--- src/rtl/de_pipe_reg.sv ---
// de_pipe_reg: ID/EX pipeline register.
// Captures the decoded D-stage operands and controls on every rising clk edge.
// The registered copies feed the E stage: the ALU, the E-stage forwarding
// muxes and the hazard unit.
//
// Ports:
//   clk, reset         rising-edge clock; asynchronous active-high reset
//   stall              D is held this cycle, so E receives a bubble (E_PC keeps D_PC)
//   flush              synchronous clear of E (E_PC <= RESET_PC); overrides stall
//   D_*                decoded D-stage fields
//   E_*                registered copies of the D_* fields
//   E_SrcB             ALU B operand, E_ALUSrc ? E_EXT : E_RD2 (combinational)
//   E_valid            1 = E holds a real instruction, 0 = bubble
module de_pipe_reg #(
  parameter logic [31:0] RESET_PC = 32'h0000_3000
) (
  input  logic        clk,
  input  logic        reset,
  input  logic        stall,
  input  logic        flush,
  input  logic [31:0] D_PC,
  input  logic [31:0] D_Instr,
  input  logic [31:0] D_RD1,
  input  logic [31:0] D_RD2,
  input  logic [31:0] D_EXT,
  input  logic [4:0]  D_Shamt,
  input  logic [2:0]  D_ALUOp,
  input  logic        D_ALUSrc,
  input  logic [4:0]  D_A3,
  input  logic        D_RegWrite,
  input  logic [1:0]  D_Tnew,
  output logic [31:0] E_PC,
  output logic [31:0] E_Instr,
  output logic [31:0] E_RD1,
  output logic [31:0] E_RD2,
  output logic [31:0] E_EXT,
  output logic [4:0]  E_Shamt,
  output logic [2:0]  E_ALUOp,
  output logic        E_ALUSrc,
  output logic [4:0]  E_A3,
  output logic        E_RegWrite,
  output logic [1:0]  E_Tnew,
  output logic [31:0] E_SrcB,
  output logic        E_valid
);

  typedef struct packed {
    logic [31:0] pc;
    logic [31:0] instr;
    logic [31:0] rd1;
    logic [31:0] rd2;
    logic [31:0] ext;
    logic [4:0]  shamt;
    logic [2:0]  aluop;
    logic        alusrc;
    logic [4:0]  a3;
    logic        regwrite;
    logic [1:0]  tnew;
    logic        valid;
  } ex_t;

  ex_t e_q, e_d;

  // Priority: flush > stall > load.
  // A bubble is all zeros. Instr=0 decodes as sll $0,$0,0. A3=0 with
  // RegWrite=0 can neither write the GRF nor match a forward. Tnew=0
  // never stalls. Only the PC differs between the two bubble kinds.
  always_comb begin
    e_d          = '0;
    e_d.pc       = D_PC;
    if (flush) begin
      e_d.pc     = RESET_PC;
    end else if (!stall) begin
      e_d.instr    = D_Instr;
      e_d.rd1      = D_RD1;
      e_d.rd2      = D_RD2;
      e_d.ext      = D_EXT;
      e_d.shamt    = D_Shamt;
      e_d.aluop    = D_ALUOp;
      e_d.alusrc   = D_ALUSrc;
      e_d.a3       = D_A3;
      e_d.regwrite = D_RegWrite;
      e_d.tnew     = D_Tnew;  // passed unchanged; the E/M register decrements it
      e_d.valid    = 1'b1;
    end
  end

  always_ff @(posedge clk or posedge reset) begin
    if (reset) begin
      e_q    <= '0;
      e_q.pc <= RESET_PC;
    end else begin
      e_q    <= e_d;
    end
  end

  assign E_PC       = e_q.pc;
  assign E_Instr    = e_q.instr;
  assign E_RD1      = e_q.rd1;
  assign E_RD2      = e_q.rd2;
  assign E_EXT      = e_q.ext;
  assign E_Shamt    = e_q.shamt;
  assign E_ALUOp    = e_q.aluop;
  assign E_ALUSrc   = e_q.alusrc;
  assign E_A3       = e_q.a3;
  assign E_RegWrite = e_q.regwrite;
  assign E_Tnew     = e_q.tnew;
  assign E_valid    = e_q.valid;
  assign E_SrcB     = e_q.alusrc ? e_q.ext : e_q.rd2;

endmodule
--- config.mk ---
export PLATFORM = sky130hd
export DESIGN_NAME = de_pipe_reg
export DESIGN_NICKNAME = d
export VERILOG_FILES = /design/src/rtl/de_pipe_reg.sv
export SDC_FILE = /design/constraint.sdc
export NUM_CORES = 1
export LEC_CHECK = 0
export CORE_AREA = 2 2 153 155
export DETAILED_ROUTE_END_ITERATION = 8
export DIE_AREA = 0 0 155 157
export GPL_ROUTABILITY_DRIVEN = 0
export PLACE_DENSITY = 0.66
export SETUP_SLACK_MARGIN = 0.05
export SYNTH_ARGS = -nofsm -noshare
export SYNTH_HDL_FRONTEND = slang
export SYNTH_SLANG_ARGS = --single-unit
--- constraint.sdc ---
create_clock -name clk -period 13.55 [get_ports clk]
set_input_delay 1.355 -clock clk [delete_from_list [all_inputs] [get_ports clk]]
set_output_delay 1.355 -clock clk [all_outputs]
set_load 0.05 [all_outputs]
* Word-level counts from Yosys, hierarchy flattened
Index checks and enable logic that the tools add are counted.
Word-level totals: register bits after elaboration 178
Operators by class: mux-type cells 4
Operators with widths (number):
- $mux 146 | 2
- $mux 32 | 2

* Depth between registers and ports, before layout
Gate-level depths: netlist of run 1.
word-level depth 2, mapped depth 4, depth with buffers taken out 1

* Worst setup path before layout of run 1
Ideal clock, no wire load.
path kind reg-to-output, start point reg e_q (netlist bit E_ALUSrc), end point out E_SrcB[0], cell stages (with the launch flop) 4, data arrival time 1468 ps, path slack 10727 ps, path buffers 2, data required time 12195 ps, path through dfrtp_1 -> buf_2 -> buf_6 -> mux2_2
Between the ends: longest elaborated chain between the ends 1
RTL lines:
- from (decl) | RTL line 62 | ex_t e_q, e_d;
- $mux 32 | RTL line 109 | assign E_SrcB = e_q.alusrc ? e_q.ext : e_q.rd2;
- to (decl) | RTL line 43 | output logic [31:0] E_SrcB,
Every way passes these cells.

* Worst setup path in the final report of run 1
start point reg e_q (netlist bit E_ALUSrc), end point out E_SrcB[29]
The elaborated chain is that of the path after synthesis.

==> results of run 1 <==
-- worst max-delay path, delay by kind of cell, from the launching register on --
kind / cells / cell delay (ps)
flip-flops: 1 / 890
buffers and inverters: 1 / 710
multiplexers: 1 / 410
-- power groups by stage --
stage	combinational, W	sequential, W	clock [W]
5_1_grt	0.000274	0.000565	0.000517
3_5_place_dp	0.000265	0.000574	0
6_report	0.000262	0.000563	0.000478
2_1_floorplan	0.0000763	0.000648	0
3_3_place_gp	0.000264	0.000573	0
4_1_cts	0.000265	0.000563	0.000494
-- cells in the mapped netlist --
master / n / area [um2]
and2b_1: 8 / 60.06
nor3b_2: 101 / 1264
nor3b_1: 44 / 330.3
dfstp_2: 2 / 52.55
mux2_4: 2 / 30.03
inv_1: 1 / 3.750
buf_6: 18 / 202.7
mux2_2: 30 / 337.8
nor2_1: 1 / 3.750
dfrtp_1: 176 / 4404
nor2b_1: 22 / 137.6
buf_2: 16 / 80.08
or2_2: 2 / 12.51
clkbuf_1: 6 / 22.52
-- cells by family (layout without fill, tap and decap cells) --
kind of cell / Yosys count / after routing / share of synthesized area [%]
flops: 178 / 178 / 64.20
simple gates: 178 / 178 / 26.05
buf+inv: 41 / 426 / 4.452
mux: 32 / 32 / 5.299
-- layer usage --
metal	GRT usage [%]	vias to the layer above	routed length, um
li1	-	2189	-
met1	17.89	2407	7423
met2	28.51	254	10230
met3	7.902	37	2224
met4	7.055	2	632
met5	0	-	13
-- worst max-delay path by stage --
stage,slack [ps],to,cells after the start,startpoint
floorplan,7370,E_A3[0]$_DFF_PP0_,1,reset
global placement,9900,E_RD1[18]$_DFF_PP0_,3,reset
detailed placement,9920,E_EXT[21]$_DFF_PP0_,3,reset
CTS,9670,E_SrcB[19],2,E_ALUSrc$_DFF_PP0_
global route,9640,E_SrcB[2],2,E_ALUSrc$_DFF_PP0_
finish,9740,E_SrcB[29],2,E_ALUSrc$_DFF_PP0_
-- layout make-up --
class / instances / share of cell area, %
multi-input cells: 210 / 18.91
repair buffers: 393 / 34.17
flip-flops and latches: 178 / 38.75
inverters: 1 / 0.07614
clock buffers: 17 / 3.698
well taps: 285 / 3.100
clock inverters: 15 / 1.283
-- metrics by stage --
| step | total power, W | cells |
|---|---|---|
| floorplan | 0.0007245 | 429 |
| finish | 0.001303 | 1099 |
| CTS | 0.001323 | 1099 |
| global route | 0.001356 | 1099 |
| global placement | 0.0008370 | 1067 |
| detailed placement | 0.0008382 | 1067 |
-- flip-flops by register name, summed over array words and instances, names as in the netlist --
register,count
E_RegWrite,1
E_RD1,32
E_Tnew,2
E_RD2,32
E_PC,32
E_ALUSrc,1
E_Instr,32
E_EXT,32
E_valid,1
E_Shamt,5
E_ALUOp,3
E_A3,5
==> impl_metrics.py, run 1 <==
metrics = {
    "floorplan": {
        "fp.dieW_um": 155,
        "die_h_um": 157,
        "io_pins": 391,
        "core_um2": 22500,
        "die-area_um2": 24340,
        "rows": 55,
        "initial_utilization_pct": 30.85,
    },
    "setup_path": {
        "start_kind": "flop",
        "cp.required_ps": 12190,
        "critPathMaxFanout": 33,
        "end_kind": "primary output",
        "cp.arrival_ps": 2450,
        "cp_slowest_stage_delay_ps": 890,
        "path_class": "reg2out",
        "crit_path_cell_trace": "mux2_2 > clkdlybuf4s50_1",
        "critPathSlowestCell": "dfrtp_2",
    },
    "finish": {
        "multi_input_area_um2": 2176,
        "antenna-diode-count": 0,
        "fillCellCount": 1970,
        "final_common_cell": "clkdlybuf4s50_1",
        "area_growth_pct": 65.72,
        "drive_gt1_share_pct": 21.62,
        "final_cell_mix": "388 x clkdlybuf4s50_1, 175 x dfrtp_1, 101 x nor3b_2",
        "final_area_um2": 11500,
        "ff_latch_area_um2": 4458,
        "final_nets": 982,
        "utilization_pct": 51.12,
    },
    "cts": {
        "cts_root_buffer": "clkbuf_16",
        "post_cts_buffers": 0,
        "cts_buffers": 17,
        "hold_buffers": 0,
        "clock_path_buffers": 2,
        "cts_max_level": 4,
        "cts_sinks": 178,
        "cts_resized": 0,
        "clkTransAtPathRegs_ps": 80,
        "cts_tree": "done",
    },
    "pwr": {
        "irDropWorstVdd_uv": 79.73,
        "powerDensity_nw_per_um2": 113.2,
        "p_int_w": 0.0009083,
        "clockPowerShare_pct": 36.7,
        "p_leak_nw": 4.752,
        "power.switching_w": 0.0003943,
        "power_frac_comb_pct": 20.1,
        "pwr-share-seq_pct": 43.2,
        "p_sw_share_pct": 30.27,
    },
    "timing": {
        "layout_min_cycle_time_ps": 3810,
        "hold_ws_ps": 1465,
        "hold_viol": 0,
        "drv_slew": 0,
        "rsz0062_at_grt": "false",
        "fin_crit_sh_pct": 28.12,
        "tns_ps": 0,
        "finalWorstSetupSlack_ps": 9740,
        "tightest_slew_ps": 1010,
        "fmax_mhz": 262.5,
        "slew_headroom_pct": 32.65,
        "setup_violations": 0,
    },
    "detailed_routing": {
        "wire_per_inst_um": 18.68,
        "drt_iter0_drc": 111,
        "drc_errors": 0,
        "wl_mm": 20.52,
        "dr.pass1.iters": 4,
        "drtAntennaViolNets": 0,
        "vias_per_cell": 4.449,
        "vias": 4889,
    },
    "grt": {
        "grt_antenna_before_repair": 1,
        "first_global_vias": 5132,
        "grt_max_degree": 110,
        "track_usage_pct": 16.74,
        "grt_first_pass_wirelength_mm": 30.25,
        "overflow": 0,
    },
    "run_status": {
        "status": "completed",
    },
    "synthesis": {
        "synth_cells": 429,
        "synthDistinctLibCells": 14,
        "syn-cell-area_um2": 6942,
        "synth_fp_nets": 610,
        "syn_area_per_cell_um2": 16.18,
        "ys_seq_area_share_pct": 64.20,
        "synth_seq_cells": 178,
        "ys.warnings.count": 0,
    },
    "hold_path": {
        "hold_path_end": "E_PC[17]$_DFF_PP0_",
        "hold_class": "in2reg",
        "min_path_cells": 2,
        "hold_start": "D_PC[17]",
    },
    "run": {
        "maxCapViolations": 0,
    },
    "placed_design": {
        "dp.final_hpwl_mm": 14.79,
        "place_area_um2": 10930,
        "io_buffers": 390,
        "pre_cts_slack_ps": 9918,
    },
}
(Power assumes the default switching activity.)
==> run 2, diff against run 1 <==
--- a/config.mk
+++ b/config.mk
@@ -9,7 +9,7 @@
 export DETAILED_ROUTE_END_ITERATION = 8
 export DIE_AREA = 0 0 155 157
 export GPL_ROUTABILITY_DRIVEN = 0
-export PLACE_DENSITY = 0.66
+export PLACE_DENSITY = 0.69
 export SETUP_SLACK_MARGIN = 0.05
 export SYNTH_ARGS = -nofsm -noshare
 export SYNTH_HDL_FRONTEND = slang
==> constraint.sdc (replaced) <==
create_clock -name clk -period 3.2 [get_ports clk]
set_input_delay 0.32 -clock clk [delete_from_list [all_inputs] [get_ports clk]]
set_output_delay 0.32 -clock clk [all_outputs]
set_load 0.05 [all_outputs]
==> run 2 against run 1 <==
Sequential cell count stayed put. Cell area is 0.88% higher. First-iteration DRC count is 26% higher. Combinational power grew to 4.3 times the previous value. Via count is 1.1% lower. Critical path type unchanged. Critical endpoint is now E_SrcB[26]. Largest cell class unchanged. Largest power group unchanged. Highest routed layer is now met4.
==> impl_metrics.py, run 2 (synthesized netlist as in run 1, its figures left out) <==
metrics = {
    "timing": {
        "tightest_slew_ps": 849.3,
        "finalWorstSetupSlack_ps": 586.6,
        "drv_slew": 0,
        "fin_crit_sh_pct": 81.67,
        "slew_headroom_pct": 43.38,
        "tns_ps": 0,
        "fmax_mhz": 382.6,
        "layout_min_cycle_time_ps": 2613,
        "rsz0062_at_grt": "false",
        "setup_violations": 0,
        "hold_viol": 0,
    },
    "finish": {
        "multi_input_area_um2": 2176,
        "fillCellCount": 1955,
        "drive_gt1_share_pct": 22.07,
        "area_growth_pct": 67.18,
        "final_cell_mix": "386 x clkdlybuf4s50_1, 176 x dfrtp_1, 101 x nor3b_2",
        "utilization_pct": 51.57,
        "final_common_cell": "clkdlybuf4s50_1",
        "ff_latch_area_um2": 4457,
        "final_nets": 988,
        "antenna-diode-count": 0,
    },
    "setup_path": {
        "cp.required_ps": 2880,
        "end_kind": "primary output",
        "critPathMaxFanout": 27,
        "cp.arrival_ps": 2290,
        "critPathSlowestCell": "clkdlybuf4s50_1",
        "start_kind": "flop",
        "path_class": "reg2out",
        "crit_path_cell_trace": "buf_12 > mux2_2 > clkdlybuf4s50_1",
        "cp_slowest_stage_delay_ps": 700,
    },
    "cts": {
        "cts_buffers": 17,
        "cts_root_buffer": "clkbuf_16",
        "hold_buffers": 0,
        "clock_path_buffers": 2,
        "post_cts_buffers": 0,
        "cts_max_level": 4,
        "clkTransAtPathRegs_ps": 70,
        "cts_sinks": 178,
        "cts_tree": "done",
        "cts_resized": 0,
    },
    "floorplan": {
        "die_h_um": 157,
        "rows": 55,
        "die-area_um2": 24340,
        "core_um2": 22500,
        "initial_utilization_pct": 30.85,
        "io_pins": 391,
        "fp.dieW_um": 155,
    },
    "hold_path": {
        "hold_class": "in2async",
    },
    "pwr": {
        "pwr-share-seq_pct": 43.2,
        "clockPowerShare_pct": 36.2,
        "power.switching_w": 0.001651,
        "irDropWorstVdd_uv": 322.5,
        "p_int_w": 0.003852,
        "powerDensity_nw_per_um2": 474.2,
        "p_sw_share_pct": 30.00,
        "p_leak_nw": 4.789,
        "power_frac_comb_pct": 20.6,
    },
    "detailed_routing": {
        "drtAntennaViolNets": 0,
        "vias_per_cell": 4.374,
        "dr.pass1.iters": 3,
        "drt_iter0_drc": 140,
        "wl_mm": 20.38,
        "vias": 4833,
        "wire_per_inst_um": 18.45,
        "drc_errors": 0,
    },
    "placed_design": {
        "dp.final_hpwl_mm": 14.85,
        "pre_cts_slack_ps": 1039,
        "io_buffers": 390,
    },
    "run_status": {
        "status": "completed",
    },
    "grt": {
        "overflow": 0,
        "grt_max_degree": 107,
        "first_global_vias": 5193,
        "grt_first_pass_wirelength_mm": 30.55,
        "track_usage_pct": 16.60,
        "grt_antenna_before_repair": 1,
    },
    "run": {
        "maxCapViolations": 0,
    },
}
run 2: final cells by class:
cell class	count	area share, %
Clock buffer	19	3.730
Clock inverter	13	1.024
Inverter	1	0.06469
Multi-Input combinational cell	210	18.75
Sequential cell	178	38.40
Tap cell	285	3.073
Timing Repair Buffer	399	34.95
run 2: critical path: cells and delay by family (launching register included):
family,cells,cell delay (ps)
buffers and inverters,2,940
DFF,1,550
muxes,1,360
run 2: worst paths after layout:
kind                       slack [ps]                from                  end
max in group asynchronous        2280               reset   E_ALUSrc$_DFF_PP0_
hold / removal                    380               reset  E_RD1[27]$_DFF_PP0_
min in group clk                  410               stall   E_RD2[5]$_DFF_PP0_
setup / recovery                  590  E_ALUSrc$_DFF_PP0_           E_SrcB[26]
run 2: power groups by stage:
stage,logic (W),clock network [W],registers [W]
floorplan,0.000323,0,0.00274
global placement,0.00114,0,0.00242
detailed placement,0.00114,0,0.00242
CTS,0.00115,0.00206,0.00238
global route,0.00119,0.00216,0.00239
finish,0.00113,0.00199,0.00238
run 2: layer usage:
| metal | GRT usage (%) | wire length (um) | up-vias |
|---|---|---|---|
| li1 | - | - | 2202 |
| met1 | 18.73 | 7595 | 2361 |
| met2 | 28.44 | 10370 | 248 |
| met3 | 7.048 | 2065 | 22 |
| met4 | 5.423 | 356 | 0 |
| met5 | 0 | 0 | - |
run 2: stage by stage:
| stage | cell area, um2 | total power (W) | instances | hold WS, ps |
|---|---|---|---|---|
| after floorplan | 6945 | 0.003068 | 429 | 429.2 |
| after global placement | 11050 | 0.003556 | 1073 | 840.3 |
| after detailed placement | 11050 | 0.003564 | 1073 | 844.0 |
| after CTS | 11600 | 0.005588 | 1105 | 390.8 |
| after global routing | 11600 | 0.005732 | 1105 | 399.6 |
| final | 11600 | 0.005503 | 1105 | 375.9 |
